===== config.mk =====
export PLATFORM = sky130hd
export DESIGN_NAME = layer2_argmax_flat
export DESIGN_NICKNAME = d
export VERILOG_FILES = /design/src/rtl/layer2_argmax_if.sv /design/src/rtl/layer2_argmax.sv /design/src/flat_wrapper.sv
export SDC_FILE = /design/constraint.sdc
export NUM_CORES = 1
export LEC_CHECK = 0
export CORE_UTILIZATION = 40
export CTS_CLUSTER_DIAMETER = 80
export CTS_CLUSTER_SIZE = 24
export DETAILED_ROUTE_END_ITERATION = 8
export PLACE_DENSITY = 0.7
export SYNTH_ARGS = -nofsm -noshare
export SYNTH_HDL_FRONTEND = slang
export SYNTH_SLANG_ARGS = --single-unit

===== constraint.sdc =====
create_clock -name clk -period 8.6 [get_ports clk]
set_input_delay 0.86 -clock clk [delete_from_list [all_inputs] [get_ports clk]]
set_output_delay 0.86 -clock clk [all_outputs]
set_load 0.1 [all_outputs]

===== src/rtl/layer2_argmax_if.sv =====
// Handshake bundle between the layer-2 node array, the argmax scanner and the classifier output stage.
// The reject signal exists only when ARGMAX_THRESH_EN is defined.
interface layer2_argmax_if #(
  parameter int NUM_NODES = 5,
  parameter int IDX_W     = 3
);
  logic                   in_valid;
  logic [8*NUM_NODES-1:0] N_in;
  logic                   out_ready;
  logic                   out_valid;
  logic [IDX_W-1:0]       class_idx;
  logic [7:0]             class_score;
  logic                   busy;
  logic                   overflow;
`ifdef ARGMAX_THRESH_EN
  logic                   reject;

  modport slave (
    input  in_valid, N_in, out_ready,
    output out_valid, class_idx, class_score, busy, overflow, reject
  );
  modport master (
    output in_valid, N_in, out_ready,
    input  out_valid, class_idx, class_score, busy, overflow, reject
  );
`else
  modport slave (
    input  in_valid, N_in, out_ready,
    output out_valid, class_idx, class_score, busy, overflow
  );
  modport master (
    output in_valid, N_in, out_ready,
    input  out_valid, class_idx, class_score, busy, overflow
  );
`endif
endinterface


===== src/rtl/layer2_argmax.sv =====
// Sequential argmax over the layer-2 node outputs with valid/ready result handshake.
// Optional reject threshold enabled by defining ARGMAX_THRESH_EN.
//
//  state  | meaning
//  IDLE   | waiting for delayed in_valid (dvalid) to snapshot N_in
//  SCAN   | comparing one snapshot lane per cycle against the running best
//  DONE   | result presented on out_valid until out_ready
module layer2_argmax #(
  parameter int NUM_NODES = 5,
  parameter int NODE_LAT  = 2,
  parameter int IDX_W     = 3,
  parameter int MIN_SCORE = 8
) (
  input logic            clk,
  input logic            reset,
  layer2_argmax_if.slave bus
);
  localparam logic [1:0] S_IDLE = 2'd0;
  localparam logic [1:0] S_SCAN = 2'd1;
  localparam logic [1:0] S_DONE = 2'd2;

  logic [1:0]                state;
  logic [NODE_LAT-1:0]       dly;
  logic [NUM_NODES-1:0][7:0] snap;
  logic [IDX_W-1:0]          cnt;
  logic [IDX_W-1:0]          best_idx;
  logic [7:0]                best_val;
  logic                      out_valid_r;
  logic [IDX_W-1:0]          class_idx_r;
  logic [7:0]                class_score_r;
  logic                      overflow_r;

  logic             dvalid;
  logic             take;
  logic             drop;
  logic             last;
  logic             upd;
  logic [7:0]       lane_cur;
  logic [7:0]       nxt_val;
  logic [IDX_W-1:0] nxt_idx;

  assign dvalid = dly[NODE_LAT-1];
  // A DONE result being accepted frees the scanner in the same cycle.
  assign take   = dvalid && ((state == S_IDLE) || (state == S_DONE && bus.out_ready));
  assign drop   = dvalid && !take;
  assign last   = (cnt == IDX_W'(NUM_NODES - 1));

  always_comb begin
    lane_cur = snap[0];
    for (int k = 0; k < NUM_NODES; k++) begin
      if (cnt == IDX_W'(k)) lane_cur = snap[k];
    end
  end

  // Strict compare keeps the lowest index on ties.
  assign upd     = (lane_cur > best_val);
  assign nxt_val = upd ? lane_cur : best_val;
  assign nxt_idx = upd ? cnt : best_idx;

  always_ff @(posedge clk or negedge reset) begin
    if (!reset) begin
      dly <= '0;
    end else begin
      dly[0] <= bus.in_valid;
      for (int i = 1; i < NODE_LAT; i++) dly[i] <= dly[i-1];
    end
  end

`ifdef ARGMAX_THRESH_EN
  logic reject_r;
`endif

  always_ff @(posedge clk or negedge reset) begin
    if (!reset) begin
      state         <= S_IDLE;
      snap          <= '0;
      cnt           <= '0;
      best_idx      <= '0;
      best_val      <= '0;
      out_valid_r   <= 1'b0;
      class_idx_r   <= '0;
      class_score_r <= '0;
      overflow_r    <= 1'b0;
`ifdef ARGMAX_THRESH_EN
      reject_r      <= 1'b0;
`endif
    end else begin
      if (drop) overflow_r <= 1'b1;
      case (state)
        S_IDLE, S_DONE: begin
          if (state == S_DONE && bus.out_ready) begin
            out_valid_r <= 1'b0;
            state       <= S_IDLE;
          end
          if (take) begin
            snap     <= bus.N_in;
            best_val <= bus.N_in[7:0];
            best_idx <= '0;
            cnt      <= IDX_W'(1);
            state    <= S_SCAN;
          end
        end
        S_SCAN: begin
          best_val <= nxt_val;
          best_idx <= nxt_idx;
          cnt      <= cnt + IDX_W'(1);
          if (last) begin
            state         <= S_DONE;
            out_valid_r   <= 1'b1;
            class_score_r <= nxt_val;
`ifdef ARGMAX_THRESH_EN
            if (nxt_val < 8'(MIN_SCORE)) begin
              class_idx_r <= IDX_W'(NUM_NODES);
              reject_r    <= 1'b1;
            end else begin
              class_idx_r <= nxt_idx;
              reject_r    <= 1'b0;
            end
`else
            class_idx_r   <= nxt_idx;
`endif
          end
        end
        default: state <= S_IDLE;
      endcase
    end
  end

  assign bus.out_valid   = out_valid_r;
  assign bus.class_idx   = class_idx_r;
  assign bus.class_score = class_score_r;
  assign bus.busy        = (state != S_IDLE);
  assign bus.overflow    = overflow_r;
`ifdef ARGMAX_THRESH_EN
  assign bus.reject      = reject_r;
`endif
endmodule


===== src/flat_wrapper.sv =====
// flat-port wrapper written by rule: the top's interface ports become plain ports
module layer2_argmax_flat 
#(
  parameter int NUM_NODES = 5,
  parameter int NODE_LAT  = 2,
  parameter int IDX_W     = 3,
  parameter int MIN_SCORE = 8
)
  (clk, reset, bus_in_valid, bus_N_in, bus_out_ready, bus_out_valid, bus_class_idx, bus_class_score, bus_busy, bus_overflow);
  layer2_argmax_if #(.NUM_NODES(NUM_NODES), .IDX_W(IDX_W)) bus_i ();
  input logic clk;
  input logic reset;
  input wire logic [$bits(bus_i.in_valid)-1:0] bus_in_valid;
  input wire logic [$bits(bus_i.N_in)-1:0] bus_N_in;
  input wire logic [$bits(bus_i.out_ready)-1:0] bus_out_ready;
  output wire logic [$bits(bus_i.out_valid)-1:0] bus_out_valid;
  output wire logic [$bits(bus_i.class_idx)-1:0] bus_class_idx;
  output wire logic [$bits(bus_i.class_score)-1:0] bus_class_score;
  output wire logic [$bits(bus_i.busy)-1:0] bus_busy;
  output wire logic [$bits(bus_i.overflow)-1:0] bus_overflow;
  assign bus_i.in_valid = bus_in_valid;
  assign bus_i.N_in = bus_N_in;
  assign bus_i.out_ready = bus_out_ready;
  assign bus_out_valid = bus_i.out_valid;
  assign bus_class_idx = bus_i.class_idx;
  assign bus_class_score = bus_i.class_score;
  assign bus_busy = bus_i.busy;
  assign bus_overflow = bus_i.overflow;
  layer2_argmax #(.NUM_NODES(NUM_NODES), .NODE_LAT(NODE_LAT), .IDX_W(IDX_W), .MIN_SCORE(MIN_SCORE)) u_core (.clk(clk), .reset(reset), .bus(bus_i));
endmodule

; After elaboration in Yosys (flattened, before gate mapping)
; Cells that the tools add are included.
[totals]
word_cells = 59
out_inout_bits = 14
regBits = 71
[op_classes]
n_lt_le_gt_ge = 1
reduce_logical = 14
eq_ne = 10
mux = 19
addsub = 1
[op_table]
columns = operator, count
row1 = $mux 8, 6
row2 = $pmux 8 s2, 1
row3 = $pmux 3 s2, 2
row4 = $mux 3, 3
row5 = $gt 8x8->1, 1
row6 = $reduce_and 2->1, 4
row7 = $eq 3x2->1 const B, 2
row8 = $mux 2, 3
row9 = $ne 2x1->1 const B, 3
row10 = $pmux 2 s2, 1
row11 = $reduce_bool 2->1, 2
row12 = $add 3x1->3 const B, 1
row13 = $eq 3x1->1 const B, 1
row14 = $eq 3x3->1 const B, 1
row15 = $logic_and 1x1->1, 3
row16 = $ne 3x1->1 const B, 1
row17 = $reduce_and 3->1, 1
row18 = $eq 2x1->1 const B, 1
row19 = $eq 2x2->1 const B, 1
row20 = $logic_not 2->1, 1
row21 = $mux 1, 2
row22 = $pmux 1 s2, 1
row23 = $reduce_or 2->1, 1
row24 = $logic_not 1->1, 1
row25 = $logic_or 1x1->1, 1

; Longest topological paths before layout
[logic_depth]
ltp_word = 8
ltp_mapped = 15

; Worst setup path after synthesis
; Ideal clock, no wire load.
[synth_path]
path_type = register -> register
from = register u_core.cnt[0]
to = register u_core.best_val[1]
setup_time_ns = 0.126
path_stages_with_launch = 14
period_less_slack_ns = 3.252
path_slack_ns = 5.348
arrival_time_ns = 3.126
cell_sequence = dfrtp_1 inv_1 ha_1 or3b_2 buf_2 o221ai_1 o21ai_1 ha_1 nand4_2 or2_1 and3_4 or2_1 buf_6 a221o_1
[synth_between]
elab_chain_cells = 8
elab_cells_between_ends = 11
cone_classes = 1 x order compare / 4 x eq/ne / 6 x mux
[synth_lines]
columns = element, line
row1 = start: declaration, layer2_argmax.sv:25  ; logic [IDX_W-1:0] cnt;
row2 = start signal: assignment, layer2_argmax.sv:106  ; cnt <= cnt + IDX_W'(1);
row3 = $eq 3x1->1, layer2_argmax.sv:51  ; if (cnt == IDX_W'(k)) lane_cur = snap[k];
row4 = $mux 8 (3 in a row), layer2_argmax.sv:51
row5 = $mux 8 *, layer2_argmax.sv:51
row6 = $gt 8x8->1, layer2_argmax.sv:56  ; assign upd = (lane_cur > best_val);
row7 = $mux 8 *, layer2_argmax.sv:57  ; assign nxt_val = upd ? lane_cur : best_val;
row8 = $pmux 8 s2 *, layer2_argmax.sv:89  ; case (state)
row9 = end signal: assignment, layer2_argmax.sv:97  ; best_val <= bus.N_in[7:0];
row10 = end signal: assignment, layer2_argmax.sv:104  ; best_val <= nxt_val;
row11 = end: declaration, layer2_argmax.sv:27  ; logic [7:0] best_val;
; Mark *: on every way between the ends. The rest lies on a longest branch, timed or not.
; A chain may end at the register's enable or synchronous reset.

; Worst setup path in the final report
[layout_path]
from = register u_core.cnt[0]
to = register u_core.best_val[4]
; Same word-level chain as after synthesis.

==> run_results.csv <==
group,metric,value,unit
status,status,"finished clean",
global_route,met2_usage,0.2662,
worst_setup_path,r2r_setup_slack,4.78,ns
worst_setup_path,critPathMaxFanout,12,
timing,fin_crit_sh,0.4443,
worst_setup_path,required,8.84,ns
die,ios,58,
routing,viasPerCell,5.362,
routing,wl_per_cell,15.82,µm
yosys,ys.flop_type,"dfrtp_1",
layout,area_growth_syn_to_layout,24.35,%
clock_network,clk_pin_slew_worst_paths,0.07,ns
clock_network,insertion_delay,0.35,ns
worst_setup_path,reg2regPathDepth,11,
timing,hold_viol,0,
timing,worstMarginPinSlew,0.9652,ns
hold_path,worst_hold_path_type,"register to register",
routing,first_iter_violations,170,
clock_network,root_buffer,"clkbuf_8",
yosys,ys_seq_area_frac,0.5152,
timing,rsz0062_at_grt,"false",
hold_path,min_from,"u_core.dly[0]",
routing,antenna_left,0,
clock_network,postCtsResizedCells,0,
worst_setup_path,endpoint_kind,"register",
die,chipWidth,94.85,µm
global_route,track_usage,0.1844,
clock_network,postCtsSetupBuffers,0,
worst_setup_path,max_stage_delay,0.55,ns
die,core-area,0.008299,mm²
worst_setup_path,crit_arrival,4.06,ns
clock_network,htree_levels,3,
placed_design,dp_hpwl,5562,µm
clock_network,cts_tree,"done",
yosys,netlist_area,0.003448,mm²
global_route,grt-busiest-layer,"met1",
global_route,grt_pass1_wl,12340,µm
die,start_util,0.4155,
worst_setup_path,crit_path_top_delay_cell,"or3b_2",
routing,drtPass1Iterations,4,
clock_network,cts.hold.buffers_added,0,
worst_setup_path,worstReg2RegStart,"u_core.cnt[0]",
layout,fin_nets,422,
layout,fill_cells,738,
routing,vias,2547,
worst_setup_path,cp-start-kind,"register",
clock_network,clock_tree.buffer_depth,2,
yosys,yosys.cell_types.count,42,
timing,slew_headroom,0.3545,
worst_setup_path,path_class,"register to register",
yosys,synth_area_per_cell,11.20,µm²
worst_setup_path,endpoint,"u_core.best_val[4]",
yosys,async_flop_share,1.000,
clock_network,cts-buffers-inserted,9,
routing,wl,7516,µm
global_route,grt_pass1_vias,2427,
timing,fmax,261.7,MHz
die,die_area,0.008997,mm²
global_route,antenna_found_initial,0,
yosys,synth_warnings,0,
yosys,synth_edf_count,0,
timing,min_period,3.821,ns
worst_setup_path,path_cells,"inv_1 > ha_1 > or3b_2 > o221ai_1 > o21ai_0 > ha_1 > nand4_1 > or2_1 > and3_4 > or2_1 > a221o_1",
timing,fin_tns_setup,0,ns
layout,diodes,0,
worst_setup_path,startpoint,"u_core.cnt[0]",
global_route,grt_max_degree,72,
yosys,synth_seq_cells,71,
layout,drive_gt1_frac,0.1811,
clock_network,cts.sinks,71,
timing,drv_slew,0,
timing,finalSetupViolations,0,
yosys,syn_inst,308,
timing,finalClockSkew,0.005092,ns
yosys,syn_nets,365,
global_route,grt_overflow_total,0,
worst_setup_path,r2r_end,"u_core.best_val[4]",
global_route,grtUsageMet3,0.05314,
global_route,use_met1,0.2663,
routing,drc,0,
placed_design,portBuffers,57,
flow_run,drv_cap,0,
die,rows,33,
placed_design,globalplace.congestion,0.8818,
die,die_h,94.85,µm
==> synth_stat cells (2+ instances only) <==
master	n	area share
a31oi_1	10	0.018
nor2_1	25	0.027
nand4_1	2	0.0036
ha_1	13	0.047
buf_4	3	0.0065
o21ai_0	13	0.019
a221o_1	8	0.023
and2_1	2	0.0036
o211ai_1	11	0.024
inv_1	16	0.017
nand2b_1	3	0.0054
dfrtp_1	71	0.52
clkbuf_1	8	0.0087
o21ai_1	2	0.0029
or2_1	2	0.0036
buf_2	3	0.0044
mux2_2	40	0.13
nand2_1	8	0.0087
a21oi_1	14	0.020
nand3_1	11	0.016
o31ai_1	2	0.0044
o221ai_1	7	0.018
and3_1	15	0.027
==> worst min path at each step <==
| stage | endpoint | slack, ns | cells after the start |
|---|---|---|---|
| 2_1_floorplan | u_core.dly[1] | 0.33 | 0 |
| 3_3_place_gp | u_core.dly[1] | 0.33 | 0 |
| 3_5_place_dp | u_core.dly[1] | 0.34 | 0 |
| 4_1_cts | u_core.dly[1] | 0.36 | 0 |
| 5_1_grt | u_core.dly[1] | 0.37 | 0 |
| 6_report | u_core.dly[1] | 0.36 | 0 |
==> final cells by class <==
| cell class | count | area (µm²) | share of cell area |
|---|---|---|---|
| Tap cell | 105 | 131.4 | 0.03064 |
| Clock inverter | 4 | 45.04 | 0.01050 |
| Sequential cell | 71 | 1777 | 0.4144 |
| Timing Repair Buffer | 61 | 595.6 | 0.1389 |
| Clock buffer | 12 | 145.1 | 0.03385 |
| Inverter | 16 | 60.06 | 0.01401 |
| Multi-Input combinational cell | 206 | 1534 | 0.3577 |
==> stage by stage <==
step | utilization | worst slack, ns | cell area, µm² | instances | hold WS [ns]
3_3_place_gp | 0.4937 | 5.003 | 4098 | 459 | 0.3339
4_1_cts | 0.5167 | 4.831 | 4288 | 475 | 0.3558
6_report | 0.5167 | 4.779 | 4288 | 475 | 0.3551
5_1_grt | 0.5167 | 4.572 | 4288 | 475 | 0.3673
3_5_place_dp | 0.4937 | 4.855 | 4098 | 459 | 0.3394
2_1_floorplan | - | 5.348 | 3448 | 308 | 0.3312
==> placed cells by master (no fill, tap or decap), types with 2 or more instances in the layout <==
master	count
o31ai_1	2
ha_1	13
nand2b_1	3
mux2_2	40
a221o_1	8
clkbuf_8	10
o211ai_1	11
nand3_1	11
nand4_1	2
a21oi_1	14
a31oi_1	10
and3_1	15
o221ai_1	7
clkdlybuf4s50_1	56
dfrtp_1	71
nand2_1	8
o21ai_0	13
nor2_1	25
inv_1	16
clkbuf_1	2
or2_1	2
o21ai_1	2
buf_4	4
clkinv_2	3
==> registers in the layout (all words and copies together), names as in the netlist <==
register / flops
u_core.state: 2
u_core.best_val: 8
u_core.cnt: 3
u_core.bus.class_score: 8
u_core.dly: 2
u_core.best_idx: 3
u_core.snap: 40
u_core.bus.overflow: 1
u_core.bus.class_idx: 3
u_core.bus.out_valid: 1
==> kinds of logic after synthesis <==
| kind of cell | after synthesis | share of synthesized area |
|---|---|---|
| AO/OA/AOI/OAI | 75 | 0.1477 |
| adder cells (fa/ha/maj) | 13 | 0.04717 |
| buffers and inverters | 31 | 0.04027 |
| flip-flops | 71 | 0.5152 |
| multiplexers | 40 | 0.1306 |
| AND/OR/NAND/NOR | 78 | 0.1190 |
==> critical path, delay by kind of cell (launching register included) <==
family | cells | cell delay, ns
DFF | 1 | 0.49
buffers and inverters | 1 | 0.11
and+or+nand+nor | 5 | 1.64
adders and majority gates | 2 | 0.60
AOI/OAI and AO/OA | 3 | 0.85
==> routing by layer <==
layer	vias up	share of wire
li1	1248	-
met1	1219	0.49
met2	71	0.44
met3	9	0.054
met4	0	0.013
met5	-	0
Power is left out: the tool's default activity adds up to more than one toggle a clock period on the data nets, which glitch-free logic cannot reach.
